<file path="src/rtl/pmod_jstk_responder.sv">
// PmodJSTK emulator: SPI mode-0 responder that returns X/Y/buttons in a 5-byte frame
// and latches the LED bits from a valid command byte. SPI pins are oversampled on Clk.
module pmod_jstk_responder (
    input  logic       Clk,
    input  logic       Reset,
    input  logic       SS,
    input  logic       SCLK,
    input  logic       MOSI,
    output logic       MISO,
    input  logic [9:0] X_Pos,
    input  logic [9:0] Y_Pos,
    input  logic [2:0] Buttons,
    output logic [1:0] Led,
    output logic       Frame_Done,
    output logic       Frame_Error
);

    localparam int unsigned BYTE_W  = 8;
    localparam int unsigned POS_W   = 10;
    localparam int unsigned BTN_W   = 3;
    localparam int unsigned CNT_W   = 3;
    localparam int unsigned TOT_W   = 6;
    localparam int unsigned SETTLE_W = 2;

    localparam logic [TOT_W-1:0]    FRAME_BITS = TOT_W'(40);
    localparam logic [TOT_W-1:0]    TOT_MAX    = TOT_W'(63);
    localparam logic [CNT_W-1:0]    IDX_MAX    = CNT_W'(5);
    localparam logic [SETTLE_W-1:0] SETTLE_MAX = SETTLE_W'(3);
    localparam logic [5:0]          LED_CMD    = 6'b100000;

    typedef enum logic [1:0] {
        WAIT_HIGH = 2'd0,
        IDLE      = 2'd1,
        ACTIVE    = 2'd2
    } state_t;

    state_t state, state_next;

    logic ss_s1, ss_s2, ss_d;
    logic sclk_s1, sclk_s2, sclk_d;
    logic mosi_s1, mosi_s2, mosi_d;
    logic ss_rise, ss_fall, sclk_rise, sclk_fall;

    logic [SETTLE_W-1:0] settle;
    logic [POS_W-1:0]    snap_x, snap_y;
    logic [BTN_W-1:0]    snap_btn;
    logic [BYTE_W-1:0]   tx;
    logic [BYTE_W-2:0]   rx;
    logic [BYTE_W-1:0]   cmd;
    logic [CNT_W-1:0]    bit_cnt;
    logic [CNT_W-1:0]    byte_idx;
    logic [TOT_W-1:0]    total_bits;

    logic              start_c, end_c, rise_c, fall_c;
    logic [BYTE_W-1:0] tx_byte_c, tx_next_c;

    // 2-FF synchronisers, delayed copy, and registered edge strobes
    always_ff @(posedge Clk) begin
        if (!Reset) begin
            {ss_s1, ss_s2, ss_d}       <= 3'b111;
            {sclk_s1, sclk_s2, sclk_d} <= 3'b000;
            {mosi_s1, mosi_s2, mosi_d} <= 3'b000;
            ss_rise   <= 1'b0;
            ss_fall   <= 1'b0;
            sclk_rise <= 1'b0;
            sclk_fall <= 1'b0;
        end else begin
            {ss_s1, ss_s2, ss_d}       <= {SS, ss_s1, ss_s2};
            {sclk_s1, sclk_s2, sclk_d} <= {SCLK, sclk_s1, sclk_s2};
            {mosi_s1, mosi_s2, mosi_d} <= {MOSI, mosi_s1, mosi_s2};
            ss_rise   <= ss_s2 & ~ss_d;
            ss_fall   <= ~ss_s2 & ss_d;
            sclk_rise <= sclk_s2 & ~sclk_d;
            sclk_fall <= ~sclk_s2 & sclk_d;
        end
    end

    // Settle counter lets the synchroniser flush its reset value of SS before trusting it
    always_ff @(posedge Clk) begin
        if (!Reset) begin
            settle <= '0;
        end else if (state == WAIT_HIGH && settle != SETTLE_MAX) begin
            settle <= settle + SETTLE_W'(1);
        end
    end

    always_ff @(posedge Clk) begin
        if (!Reset) begin
            state <= WAIT_HIGH;
        end else begin
            state <= state_next;
        end
    end

    always_comb begin
        state_next = state;
        case (state)
            WAIT_HIGH: if (settle == SETTLE_MAX && ss_s2 && ss_d) state_next = IDLE;
            IDLE:      if (ss_fall) state_next = ACTIVE;
            ACTIVE:    if (ss_rise) state_next = IDLE;
            default:   state_next = WAIT_HIGH;
        endcase
    end

    // SS rise takes priority over a coincident SCLK strobe
    always_comb begin
        start_c = (state == IDLE) && ss_fall;
        end_c   = (state == ACTIVE) && ss_rise;
        rise_c  = (state == ACTIVE) && !ss_rise && sclk_rise;
        fall_c  = (state == ACTIVE) && !ss_rise && sclk_fall;

        case (byte_idx)
            3'd0:    tx_byte_c = snap_x[7:0];
            3'd1:    tx_byte_c = {6'b0, snap_x[9:8]};
            3'd2:    tx_byte_c = snap_y[7:0];
            3'd3:    tx_byte_c = {6'b0, snap_y[9:8]};
            3'd4:    tx_byte_c = {5'b0, snap_btn};
            default: tx_byte_c = '0;
        endcase

        tx_next_c = tx;
        if (start_c) begin
            tx_next_c = X_Pos[7:0];
        end else if (fall_c) begin
            tx_next_c = (bit_cnt == '0) ? tx_byte_c : {tx[6:0], 1'b0};
        end
    end

    always_ff @(posedge Clk) begin
        if (!Reset) begin
            tx          <= '0;
            MISO        <= 1'b0;
            rx          <= '0;
            cmd         <= '0;
            bit_cnt     <= '0;
            byte_idx    <= '0;
            total_bits  <= '0;
            snap_x      <= '0;
            snap_y      <= '0;
            snap_btn    <= '0;
            Led         <= 2'b00;
            Frame_Done  <= 1'b0;
            Frame_Error <= 1'b0;
        end else begin
            tx          <= tx_next_c;
            MISO        <= (state_next == ACTIVE) ? tx_next_c[7] : 1'b0;
            Frame_Done  <= 1'b0;
            Frame_Error <= 1'b0;

            if (start_c) begin
                snap_x     <= X_Pos;
                snap_y     <= Y_Pos;
                snap_btn   <= Buttons;
                bit_cnt    <= '0;
                byte_idx   <= '0;
                total_bits <= '0;
            end

            if (rise_c) begin
                rx      <= {rx[5:0], mosi_d};
                bit_cnt <= bit_cnt + CNT_W'(1);
                if (total_bits != TOT_MAX) begin
                    total_bits <= total_bits + TOT_W'(1);
                end
                if (bit_cnt == CNT_W'(7)) begin
                    if (byte_idx != IDX_MAX) begin
                        byte_idx <= byte_idx + CNT_W'(1);
                    end
                    if (byte_idx == '0) begin
                        cmd <= {rx, mosi_d};
                    end
                end
            end

            if (end_c) begin
                if (total_bits == FRAME_BITS) begin
                    Frame_Done <= 1'b1;
                    if (cmd[7:2] == LED_CMD) begin
                        Led <= cmd[1:0];
                    end
                end else begin
                    Frame_Error <= 1'b1;
                end
            end
        end
    end

endmodule

</file>
<file path="config.mk">
export PLATFORM = sky130hd
export DESIGN_NAME = pmod_jstk_responder
export DESIGN_NICKNAME = d
export VERILOG_FILES = /design/src/rtl/pmod_jstk_responder.sv
export SDC_FILE = /design/constraint.sdc
export NUM_CORES = 1
export LEC_CHECK = 0
export BUFFER_PORTS_ARGS = -buffer_cell sky130_fd_sc_hd__buf_2
export CORE_ASPECT_RATIO = 1.4
export CORE_UTILIZATION = 50
export CTS_CLUSTER_DIAMETER = 40
export DETAILED_ROUTE_END_ITERATION = 7
export PLACE_DENSITY = 0.78
export SYNTH_ARGS = -nofsm -noshare
export SYNTH_HDL_FRONTEND = slang
export SYNTH_SLANG_ARGS = --single-unit
</file>
<file path="constraint.sdc">
create_clock -name Clk -period 1.6 [get_ports Clk]
set_input_delay 0.08 -clock Clk [delete_from_list [all_inputs] [get_ports Clk]]
set_output_delay 0.08 -clock Clk [all_outputs]
set_load 0.005 [all_outputs]
</file>
# Word-level counts from Yosys, hierarchy flattened

Cells that the tools add are included.

Register bits: 80
Latch bits: 0
RAM bits: 0
Memory bits (read-only): 0
Output and inout port bits: 5
Logic and storage cells: 92
Memories: 0

Add/sub/neg operators: 4
Multipliers: 0
Divide/modulo/power cells: 0
Magnitude comparators: 0
Equal/unequal tests: 14
Shift-type cells: 0
Mux-type cells: 19
Bitwise operators: 8
Reduce and logical (&&, ||, !) cells: 18

Operator list:

| kind                  | count |
|---|---|
| $pmux W8 S5           | 1 |
| $mux W8               | 3 |
| $mux W3               | 6 |
| $mux W6               | 3 |
| $eq A6 B6 Y1 const B  | 2 |
| $logic_and A1 B1 Y1   | 8 |
| $add A3 B1 Y3 const B | 2 |
| $add A6 B1 Y6 const B | 1 |
| $eq A2 B2 Y1 const B  | 3 |
| $eq A3 B2 Y1 const B  | 2 |
| $eq A3 B3 Y1 const B  | 2 |
| $logic_not A3 Y1      | 2 |
| $mux W2               | 3 |
| $ne A6 B6 Y1 const B  | 1 |
| $pmux W2 S3           | 1 |
| $reduce_and A3 Y1     | 2 |
| $and A1 B1 Y1         | 4 |
| $not A1 Y1            | 4 |
| $reduce_and A2 Y1     | 2 |
| $reduce_bool A2 Y1    | 2 |
| $eq A3 B1 Y1 const B  | 1 |
| $ne A3 B3 Y1 const B  | 1 |
| $add A2 B1 Y2 const B | 1 |
| $eq A2 B1 Y1 const B  | 1 |
| 4 further kinds       | 5 |

# Depth between registers and ports, before layout

Word-level depth: 7
Gate-level depth with buffers: 7

# Worst setup path before layout

OpenSTA, ideal clock, no wires.

Path kind: register to register
Start point: register byte_idx[2]
End point: register MISO
Arrival time: 1655 ps
Data required time: 1527 ps
Slack: -128 ps
Stages on the path, launching flop included: 8
Buffers on the path: 1
Cells stage by stage: dfxtp_1 clkbuf_1 inv_1 ha_1 nor4_2 or4_1 a32o_1 nor3_2

Cells in the longest elaborated chain, start to end: 5
Elaborated cells between the ends (all ways): 9
Those cells by class: 4 x eq/ne; 4 x mux; 1 x reduce/logical

Ends and longest elaborated chain:

| what                                       | RTL line | source |
|---|---|---|
| start, declared                            | 51       | `logic [CNT_W-1:0] byte_idx;` |
| start signal, assigned                     | 167      | `byte_idx <= byte_idx + CNT_W'(1);` |
| $eq A3 B3 Y1, or another cell as far along | 112      | `case (byte_idx)` |
| $pmux W8 S5 *                              | 112      |  |
| $mux W8 *                                  | 125      | `tx_next_c = (bit_cnt == '0) ? tx_byte_c : {tx[6:0], 1'b0};` |
| $mux W8 *                                  | 124      | `end else if (fall_c) begin` |
| $mux W8 *                                  | 122      | `if (start_c) begin` |
| end signal, assigned                       | 146      | `MISO <= (state_next == ACTIVE) ? tx_next_c[7] : 1'b0;` |
| end, declared                              | 9        | `output logic MISO,` |

Mark *: on every way between the ends. The rest lies on a longest branch, timed or not. The select of a mux whose other input is x is not followed.
A chain may end at the register's enable or synchronous reset.

# Final worst setup path

Start point: register byte_idx[0]
End point: register MISO

The elaborated chain is that of the path after synthesis.

==> insert_results.sql <==
INSERT INTO impl_metrics (metric_group, metric, value, unit) VALUES
('clock_tree', 'cts_htree_levels', '3', ''),
('timing', 'timing.final.ws_setup', '-7.40', 'ps'),
('worst_setup_path', 'crit_path_start', 'byte_idx[0]', ''),
('timing', 'timing.fmax', '622', 'MHz'),
('layout', 'final_common_cell', 'sky130_fd_sc_hd__dfxtp_1', ''),
('logic_synthesis', 'seq_area_frac_synth', '0.474', ''),
('worst_setup_path', 'worst_r2r_path_depth', '6', ''),
('logic_synthesis', 'synthesis.area_per_instance', '8.78', 'um2'),
('timing', 'slew_headroom', '0.699', ''),
('die', 'number_of_placed_i_o_pins', '33', ''),
('die', 'placement_rows', '35', ''),
('routing', 'antenna_left', '0', ''),
('layout', 'highest_count_cells_in_the_layout_ignoring_fill_and_taps', 'sky130_fd_sc_hd__dfxtp_1 (78), sky130_fd_sc_hd__nand2_1 (73), sky130_fd_sc_hd__nor2_1 (40), sky130_fd_sc_hd__a21oi_1 (40)', ''),
('die', 'die-area', '0.00710', 'mm2'),
('power_and_ir_drop', 'vdd_ir_drop_max', '0.000560', 'V'),
('timing', 'rsz0062_at_grt', 'yes', ''),
('worst_setup_path', 'critical_path.max_fanout', '3', ''),
('place', 'detailed_place_hpwl', '5150', 'um'),
('place', 'placed_cells_incl_taps', '499', ''),
('routing', 'drt-initial-drc-count', '191', ''),
('routing', 'drc_errors', '0', ''),
('worst_setup_path', 'cp.required', '1880', 'ps'),
('logic_synthesis', 'synthDominantAreaCellType', 'sky130_fd_sc_hd__dfxtp_1', ''),
('outcome', 'status', 'complete, but fails checks', ''),
('timing', 'final.hold.worst_slack', '20.7', 'ps'),
('worst_setup_path', 'crit-reg2reg-launch', 'byte_idx[0]', ''),
('layout', 'area.growth.synth_to_final', '27.4', '%'),
('place', 'io_buffers', '32', ''),
('worst_hold_path', 'hold_path_class', 'in2reg', ''),
('worst_setup_path', 'cp-end-kind', 'flop', ''),
('die', 'die_h', '99.3', 'um'),
('logic_synthesis', 'syn-cell-area', '0.00338', 'mm2'),
('place', 'post-place-ws', '-108', 'ps'),
('die', 'floorplan.core_area', '0.00657', 'mm2'),
('timing', 'fin_crit_sh', '1.00', ''),
('logic_synthesis', 'number_of_enable_flip_flop_cells_after_synthesis', '0', ''),
('logic_synthesis', 'cells_after_synth', '385', ''),
('flow_run', 'drv.max_cap_violation_count', '0', ''),
('worst_setup_path', 'reg2reg_slack', '-7', 'ps'),
('timing', 'endpoints_failing_setup', '1', ''),
('clock_tree', 'cts.root.buffer_cell', 'sky130_fd_sc_hd__clkbuf_8', ''),
('place', 'gpl.final_weighted_congestion', '0.804', ''),
('logic_synthesis', 'yosysTopAreaCellShare', '0.474', ''),
('logic_synthesis', 'synth_async_sr_flop_share', '0', ''),
('layout', 'proportion_of_layout_cells_with_a_drive_suffix_above_1', '0.218', ''),
('timing', 'fin_worst_skew', '6.19', 'ps'),
('clock_tree', 'clkSlewWorstSetupHoldPaths', '70', 'ps'),
('global_routing', 'initial_antenna_violation_count', '0', ''),
('outcome', 'violations_in_the_final_reports', 'setup timing', ''),
('global_routing', 'grt_usage', '0.228', ''),
('logic_synthesis', 'postSynth.topFlopCell', 'sky130_fd_sc_hd__dfxtp_1', ''),
('layout', 'instances_no_fill', '537', ''),
('worst_setup_path', 'worstSetupEndpoint', 'MISO', ''),
('timing', 'final-max-slew-violation-count', '0', ''),
('layout', 'layout.nets', '498', ''),
('routing', 'route.vias.total', '2922', ''),
('worst_setup_path', 'worst-endpoint-arrival', '1890', 'ps'),
('worst_setup_path', 'crit-reg2reg-capture', 'MISO', ''),
('clock_tree', 'clock_insertion_delay_worst_skew', '350', 'ps'),
('clock_tree', 'clock-sinks', '80', ''),
('clock_tree', 'cts-root-to-sink-buffers', '2', ''),
('global_routing', 'maximum_number_of_pins_on_one_net_before_global_route_repair', '25', ''),
('logic_synthesis', 'synth_warnings', '0', ''),
('logic_synthesis', 'synthesis.nets', '424', ''),
('routing', 'detail_route.first_pass.iterations', '4', ''),
('die', 'floorplan.initialDensity', '0.515', ''),
('routing', 'totalWireLength', '7580', 'um'),
('timing', 'worst-slew-pin-transition', '450', 'ps'),
('clock_tree', 'cts_tree', 'yes', ''),
('logic_synthesis', 'ys_types', '57', ''),
('die', 'chipWidth', '71.5', 'um');
synthesized netlist by cell type, types with 2 or more instances:
library cell,n
sky130_fd_sc_hd__clkbuf_1,13
sky130_fd_sc_hd__o221ai_1,4
sky130_fd_sc_hd__and3_1,3
sky130_fd_sc_hd__inv_1,9
sky130_fd_sc_hd__o21ai_0,4
sky130_fd_sc_hd__ha_1,11
sky130_fd_sc_hd__buf_4,3
sky130_fd_sc_hd__buf_2,7
sky130_fd_sc_hd__and2_1,6
sky130_fd_sc_hd__a31oi_1,2
sky130_fd_sc_hd__a21boi_0,2
sky130_fd_sc_hd__nand3_1,7
sky130_fd_sc_hd__a21bo_2,2
sky130_fd_sc_hd__a32oi_1,2
sky130_fd_sc_hd__and3b_1,2
sky130_fd_sc_hd__nand4_1,2
sky130_fd_sc_hd__nand2b_1,4
sky130_fd_sc_hd__a222oi_1,2
sky130_fd_sc_hd__a22oi_1,10
sky130_fd_sc_hd__mux2i_1,12
sky130_fd_sc_hd__o22ai_1,3
sky130_fd_sc_hd__a21oi_1,40
sky130_fd_sc_hd__nor2_1,40
sky130_fd_sc_hd__nor2b_1,2
sky130_fd_sc_hd__xnor2_1,2
sky130_fd_sc_hd__o211ai_1,3
sky130_fd_sc_hd__dfxtp_1,80
sky130_fd_sc_hd__nand2_1,73
sky130_fd_sc_hd__and4bb_1,2
sky130_fd_sc_hd__o21a_1,2
sky130_fd_sc_hd__nand3b_1,2
sky130_fd_sc_hd__nand4b_1,3
sky130_fd_sc_hd__nor3_1,2
final cells by class:
cell class | count | area, um2 | share of cell area
clock inverter | 3 | 90.1 | 0.0209
multi-input combinational | 271 | 1700 | 0.394
timing repair buffer | 87 | 632 | 0.147
sequential | 80 | 1610 | 0.374
tap | 74 | 92.6 | 0.0215
clock buffer | 12 | 145 | 0.0337
inverter | 10 | 42.5 | 0.00988
critical path, stage by stage (launching register included):
cell	delay, ps
sky130_fd_sc_hd__dfxtp_4	400
sky130_fd_sc_hd__ha_4	140
sky130_fd_sc_hd__ha_4	120
sky130_fd_sc_hd__nor4_2	40
sky130_fd_sc_hd__or4_1	480
sky130_fd_sc_hd__a32o_2	250
sky130_fd_sc_hd__nor3_2	100
worst min path at each step:
stage / start / end / slack, ps / cells past startpoint
2_1_floorplan: SS / ss_s1 / 180 / 1
3_3_place_gp: SS / ss_s1 / 270 / 2
3_5_place_dp: SS / ss_s1 / 270 / 2
4_1_cts: X_Pos[0] / snap_x[0] / 6 / 3
5_1_grt: Y_Pos[7] / snap_y[7] / 20 / 3
6_report: X_Pos[0] / snap_x[0] / 20 / 3
where the power goes:
part           leakage [nW]  internal (W)  switching (W)
Combinational         0.981      0.000145       0.000113
Sequential            0.648       0.00203      0.0000293
Clock                 0.117       0.00107       0.000690
kinds of logic after synthesis:
logic type      after synthesis  share of synthesized area
fa+ha+maj                    11                     0.0407
simple gates                160                      0.235
mux                          12                     0.0355
compound gates               85                      0.162
flops                        80                      0.474
xor+xnor                      3                    0.00777
buf+inv                      34                     0.0459
per-stage QoR:
step                      TNS (ps)  total power (W)  cell area (um2)   util
after CTS                    -35.8          0.00411             4300  0.654
final                        -7.40          0.00408             4310  0.656
after detailed placement      -300          0.00233             3770  0.574
after global routing          -162          0.00424             4310  0.656
after global placement       -27.4          0.00232             3770  0.574
after floorplan                  0          0.00225             3400      -
state kept, by name, indices dropped and copies added, names as in the netlist, 2 cells and up:
signal and flops:
tx 8, cmd 8, snap_y 10, byte_idx 3
bit_cnt 3, state 2, snap_x 10, rx 7
total_bits 6, snap_btn 3, settle 2, Led 2
timing repair:
action,CTS,global route
setup buffers,1,0
hold endpoints to repair,22,0
gates cloned,0,0
hold buffers,22,0
gates resized for setup,15,6
pin swaps,3,1
setup endpoints to repair,6,7
per-layer routing:
metal | up-vias | part of all wire | track usage
li1 | 1473 | - | -
met1 | 1350 | 0.42 | 0.252
met2 | 82 | 0.52 | 0.410
met3 | 17 | 0.039 | 0.0375
met4 | 0 | 0.029 | 0.128
met5 | - | 0 | 0
Note: power is estimated with default switching activity, not from simulation.
